--- src/rtl/cpu_mem_pkg.sv ---
// Shared definitions for the unified instruction/data memory arbiter:
// memory depth, the NOP returned on fetch errors, the response-state
// encoding and the byte-lane reversal helper.
package cpu_mem_pkg;

   localparam int          MEM_WORDS = 3000;
   localparam logic [31:0] NOP_INSN  = 32'h0000_0013;

   typedef enum logic [2:0] {
      RESP_NONE,
      RESP_IF,
      RESP_LS,
      RESP_IF_ERR,
      RESP_LS_ERR
   } resp_state_t;

   // Reverse the four byte lanes: {b3,b2,b1,b0} becomes {b0,b1,b2,b3}.
   function automatic logic [31:0] lane_swap(input logic [31:0] d);
      return {d[7:0], d[15:8], d[23:16], d[31:24]};
   endfunction

endpackage

--- src/rtl/unified_mem_arbiter.sv ---
// Arbitrates a fetch port and a load/store port onto one single-ported
// memory with one-cycle read latency. LS normally wins; a starving fetch
// wins once its wait counter reaches MAX_WAIT. Grants and memory commands
// are combinational; responses come back exactly one cycle later.
module unified_mem_arbiter
   import cpu_mem_pkg::*;
#(
   parameter int MEM_WORDS   = cpu_mem_pkg::MEM_WORDS,
   parameter int MAX_WAIT    = 4,
   parameter bit ENDIAN_SWAP = 1'b1
) (
   input  logic        clk_in,
   input  logic        reset,
   input  logic        if_req,
   input  logic [31:0] if_addr,
   output logic        if_gnt,
   output logic        if_rvalid,
   output logic [31:0] if_rdata,
   output logic        if_err,
   input  logic        ls_req,
   input  logic        ls_we,
   input  logic [3:0]  ls_be,
   input  logic [31:0] ls_addr,
   input  logic [31:0] ls_wdata,
   output logic        ls_gnt,
   output logic        ls_rvalid,
   output logic [31:0] ls_rdata,
   output logic        ls_err,
   output logic        mem_en,
   output logic        mem_we,
   output logic [3:0]  mem_be,
   output logic [11:0] mem_addr,
   output logic [31:0] mem_wdata,
   input  logic [31:0] mem_rdata
);

   localparam int               WAIT_W   = (MAX_WAIT < 1) ? 1 : $clog2(MAX_WAIT + 1);
   localparam logic [WAIT_W-1:0] WAIT_MAX = WAIT_W'(MAX_WAIT);

   logic [WAIT_W-1:0] wait_cnt_reg, wait_cnt_next;
   resp_state_t       resp_reg, resp_next;
   logic              store_reg, store_next;

   logic              if_win, ls_win;
   logic [31:0]       sel_addr;
   logic              sel_err;
   logic [31:0]       rd_data;

   // Misaligned or beyond-the-end addresses never reach the memory.
   function automatic logic addr_bad(input logic [31:0] a);
      return (a[1:0] != 2'b00) || ({2'b00, a[31:2]} >= 32'(MEM_WORDS));
   endfunction

   // Pick at most one winner; fetch only overrides LS once it has starved.
   always_comb begin
      if_win = 1'b0;
      ls_win = 1'b0;
      if (!reset) begin
         if (if_req && (!ls_req || (wait_cnt_reg == WAIT_MAX)))
            if_win = 1'b1;
         else if (ls_req)
            ls_win = 1'b1;
      end
   end

   assign sel_addr = ls_win ? ls_addr : if_addr;
   assign sel_err  = addr_bad(sel_addr);
   assign if_gnt   = if_win;
   assign ls_gnt   = ls_win;

   // Drive the memory command for the winner; error grants stay off the bus.
   always_comb begin
      mem_en    = 1'b0;
      mem_we    = 1'b0;
      mem_be    = 4'b0000;
      mem_addr  = 12'd0;
      mem_wdata = 32'd0;
      if ((if_win || ls_win) && !sel_err) begin
         mem_en   = 1'b1;
         mem_addr = sel_addr[13:2];
         mem_be   = 4'b1111;
         if (ls_win && ls_we) begin
            mem_we    = 1'b1;
            mem_be    = ENDIAN_SWAP ? {ls_be[0], ls_be[1], ls_be[2], ls_be[3]} : ls_be;
            mem_wdata = ENDIAN_SWAP ? lane_swap(ls_wdata) : ls_wdata;
         end
      end
   end

   // Starvation counter and next response state, reloaded every cycle.
   always_comb begin
      wait_cnt_next = wait_cnt_reg;
      resp_next     = RESP_NONE;
      store_next    = 1'b0;
      if (!if_req || if_win)
         wait_cnt_next = '0;
      else if (wait_cnt_reg != WAIT_MAX)
         wait_cnt_next = wait_cnt_reg + 1'b1;
      if (if_win)
         resp_next = sel_err ? RESP_IF_ERR : RESP_IF;
      else if (ls_win) begin
         resp_next  = sel_err ? RESP_LS_ERR : RESP_LS;
         store_next = ls_we;
      end
   end

   // Response and counter registers; reset discards any pending response.
   always_ff @(posedge clk_in or posedge reset) begin
      if (reset) begin
         wait_cnt_reg <= '0;
         resp_reg     <= RESP_NONE;
         store_reg    <= 1'b0;
      end else begin
         wait_cnt_reg <= wait_cnt_next;
         resp_reg     <= resp_next;
         store_reg    <= store_next;
      end
   end

   assign rd_data = ENDIAN_SWAP ? lane_swap(mem_rdata) : mem_rdata;

   // Decode the response state onto both return ports; idle data reads zero.
   always_comb begin
      if_rvalid = 1'b0;
      if_err    = 1'b0;
      if_rdata  = 32'd0;
      ls_rvalid = 1'b0;
      ls_err    = 1'b0;
      ls_rdata  = 32'd0;
      case (resp_reg)
         RESP_IF: begin
            if_rvalid = 1'b1;
            if_rdata  = rd_data;
         end
         RESP_IF_ERR: begin
            if_rvalid = 1'b1;
            if_err    = 1'b1;
            if_rdata  = NOP_INSN;
         end
         RESP_LS: begin
            ls_rvalid = 1'b1;
            ls_rdata  = store_reg ? 32'd0 : rd_data;
         end
         RESP_LS_ERR: begin
            ls_rvalid = 1'b1;
            ls_err    = 1'b1;
         end
         default: ;
      endcase
   end

endmodule

--- config.mk ---
export PLATFORM = sky130hd
export DESIGN_NAME = unified_mem_arbiter
export DESIGN_NICKNAME = d
export VERILOG_FILES = /design/src/rtl/cpu_mem_pkg.sv /design/src/rtl/unified_mem_arbiter.sv
export SDC_FILE = /design/constraint.sdc
export NUM_CORES = 1
export LEC_CHECK = 0
export ABC_AREA = 1
export CAP_MARGIN = 5
export CORE_AREA = 2 2 101 103
export CTS_BUF_LIST = sky130_fd_sc_hd__clkbuf_4
export DETAILED_ROUTE_END_ITERATION = 8
export DIE_AREA = 0 0 103 105
export PLACE_DENSITY = 0.75
export SYNTH_ARGS = -nofsm -noshare
export SYNTH_HDL_FRONTEND = slang
export SYNTH_SLANG_ARGS = --single-unit
--- constraint.sdc ---
create_clock -name clk_in -period 6.95 [get_ports clk_in]
set_clock_uncertainty 0.2 [all_clocks]
set_input_delay 0.695 -clock clk_in [delete_from_list [all_inputs] [get_ports clk_in]]
set_output_delay 0.695 -clock clk_in [all_outputs]
set_load 0.01 [all_outputs]
==> results.json <==
{
  "drt_first_pass_iters": 6,
  "yosysMostFrequentCell": "nor2_1",
  "synth_edf_count": 0,
  "initialDrtViolationCount": 71,
  "grt_first_pass_wirelength_um": 13500,
  "synth.avg_cell_area_sq_um": 5.60,
  "ios": 257,
  "status": "finished clean",
  "cts.sinks": 7,
  "path_clk_slew_ps": 60,
  "grt_pass1_vias": 2929,
  "pre_cts_slack_ps": 2110,
  "synth_area_sq_mm": 0.00197,
  "tightest_slew_ps": 1050,
  "fin_setup_tns_ps": 0,
  "relSlewSlack": 0.301,
  "hold_buffers": 0,
  "wl_um": 9240,
  "start_kind": "input pin",
  "synth_fp_nets": 491,
  "period_share": 0.693,
  "synth_common_cells": "nor2_1 (103), inv_1 (95), nand2_1 (47), nor2_4 (29), nand3_1 (11)",
  "crit_fanout": 33,
  "dp_hpwl_um": 8280,
  "clk_latency_ps": 260,
  "area_growth_pct": 134,
  "yosys.area.top_type": "nor2_1",
  "rows": 36,
  "die_h_um": 105,
  "slew_viol_final": 0,
  "worst_slack_ps": 2140,
  "synth_cells": 352,
  "peakVddDrop_v": 0.0000393,
  "place_area_sq_mm": 0.00457,
  "cts_root_buffer": "clkbuf_4",
  "min_to": "wait_cnt_reg[1]$_DFFE_PP0P_",
  "port_buffers": 256,
  "path_class": "in -> out",
  "ys_ff_latch": 7,
  "grt_max_degree": 34,
  "drive_above_1_share": 0.0851,
  "ys_seq_area_frac": 0.0889,
  "hold_viol_final": 0,
  "r2r_slack_ps": 4520,
  "synthTopCellsByArea": "nor2_1 (20%), inv_1 (18%), nor2_4 (17%), nand2_1 (9.0%), dfrtp_1 (8.9%)",
  "async_flop_share": 1.00,
  "vias": 2982,
  "fin_cells": 734,
  "cp.required_ps": 6050,
  "gp_congestion": 0.867,
  "hold_ws_ps": 382,
  "end_kind": "output port",
  "nets": 739,
  "power_mw": 0.288,
  "drc": 0,
  "fmax_mhz": 208,
  "overflow": 0,
  "fp.dieW_um": 103,
  "ys_types": 30,
  "hp-class": "reg -> reg",
  "antenna_found_initial": 2,
  "yosys_warnings": 0,
  "reg2regPathDepth": 13,
  "worstHoldStart": "wait_cnt_reg[1]$_DFFE_PP0P_",
  "routed_via_density": 4.06,
  "final_area_sq_mm": 0.00461,
  "place_inst": 728,
  "grt_usage": 0.157,
  "wl_per_cell_um": 12.6,
  "worstHoldPathCells": 2,
  "fin_util": 0.478,
  "drv_cap": 0,
  "floorplan.initialDensity": 0.204,
  "die-area_sq_mm": 0.0108,
  "leakagePower_nw": 2.13,
  "power_density_mw_per_mm2": 62.5,
  "rr_endpoint": "resp_reg[1]$_DFF_PP0_",
  "rr_startpoint": "wait_cnt_reg[0]$_DFFE_PP0P_",
  "core_sq_mm": 0.00964,
  "finalSetupViolations": 0,
  "cts_buffers": 3,
  "postCtsSetupBuffers": 0,
  "cts_buffer_depth": 2,
  "rsz0062_at_grt": "no",
  "htreeDepth": 1,
  "synth_top_area_frac": 0.196,
  "ys.flop_type": "dfrtp_1",
  "cts_resized": 0,
  "finalCriticalPeriod_ps": 4810,
  "final_antenna_net_count": 0,
  "worstPathArrival_ps": 3920,
  "cts_tree": "built"
}
-- layout by cell type, fill, tap and decap left out --
cell	synthesis	routed
nand3_1	11	11
nand3b_1	7	7
clkdlybuf4s50_1	0	256
or2_2	2	2
nor3_1	4	4
nor2_2	1	1
and3_1	2	2
nor2_4	29	29
nand2_1	47	47
nand3_2	2	2
nand3_4	1	1
inv_2	2	2
nor2_8	2	2
nand2_2	6	6
a21oi_1	5	5
xnor2_1	1	1
o21ai_0	2	2
nor2_1	103	103
nand2_8	1	1
nand4_1	3	3
inv_1	95	95
diode_2	0	2
nand2_4	1	1
xor2_1	1	1
nor4_1	2	2
dfrtp_1	7	7
ha_1	2	2
clkbuf_4	0	4
-- final cells by class --
class	count	area, sq um
Sequential cell	7	175
Multi-Input combinational cell	235	1300
Fill cell	975	5030
Tap cell	133	166
Inverter	97	364
Timing Repair Buffer	256	2560
Clock buffer	4	30.0
Antenna cell	2	5.00
-- worst max path at each step --
stage | from | depth (start not counted) | endpoint | slack (ps)
floorplan | ls_req | 14 | mem_wdata[10] | 4010
global placement | ls_req | 16 | mem_wdata[30] | 2220
detailed placement | ls_req | 16 | mem_wdata[1] | 2110
CTS | ls_req | 16 | mem_wdata[1] | 2100
global route | reset | 15 | mem_wdata[0] | 1800
finish | ls_req | 16 | mem_wdata[1] | 2140
-- cells by family (layout without fill, tap and decap cells) --
group / after synthesis / count (layout) / share of synthesized area
compound gates: 7 / 7 / 0.0178
buf+inv: 110 / 357 / 0.250
fa+ha+maj: 2 / 2 / 0.0127
other cells: 0 / 2 / 0
simple gates: 224 / 224 / 0.622
xor+xnor: 2 / 2 / 0.00889
flops: 7 / 7 / 0.0889
-- report_power, final --
group | internal (mW) | leakage, nW | switching [mW]
registers | 0.0446 | 0.0934 | 0.00292
clock network | 0.0259 | 0.0184 | 0.0166
logic | 0.116 | 2.02 | 0.0825
total | 0.186 | 2.13 | 0.102
-- routing by layer --
metal	share of wire	vias up	GRT usage
li1	-	1489	-
met1	0.32	1312	0.137
met2	0.56	168	0.334
met3	0.10	13	0.0314
met4	0.024	0	0.0517
met5	0	-	0
-- worst max-delay path, cell delays in order --
cell and delay, ps:
clkdlybuf4s50_1 490, inv_1 100, nor2_8 250, nand2_8 140
nand2_1 90, nand2_1 60, nand2_1 80, inv_1 40
nand2_1 50, nand2_1 50, nand2_1 60, nand2_2 80
nor2_8 140, nand3_4 660, nor2_1 320, clkdlybuf4s50_1 580
(Power assumes the default switching activity.)
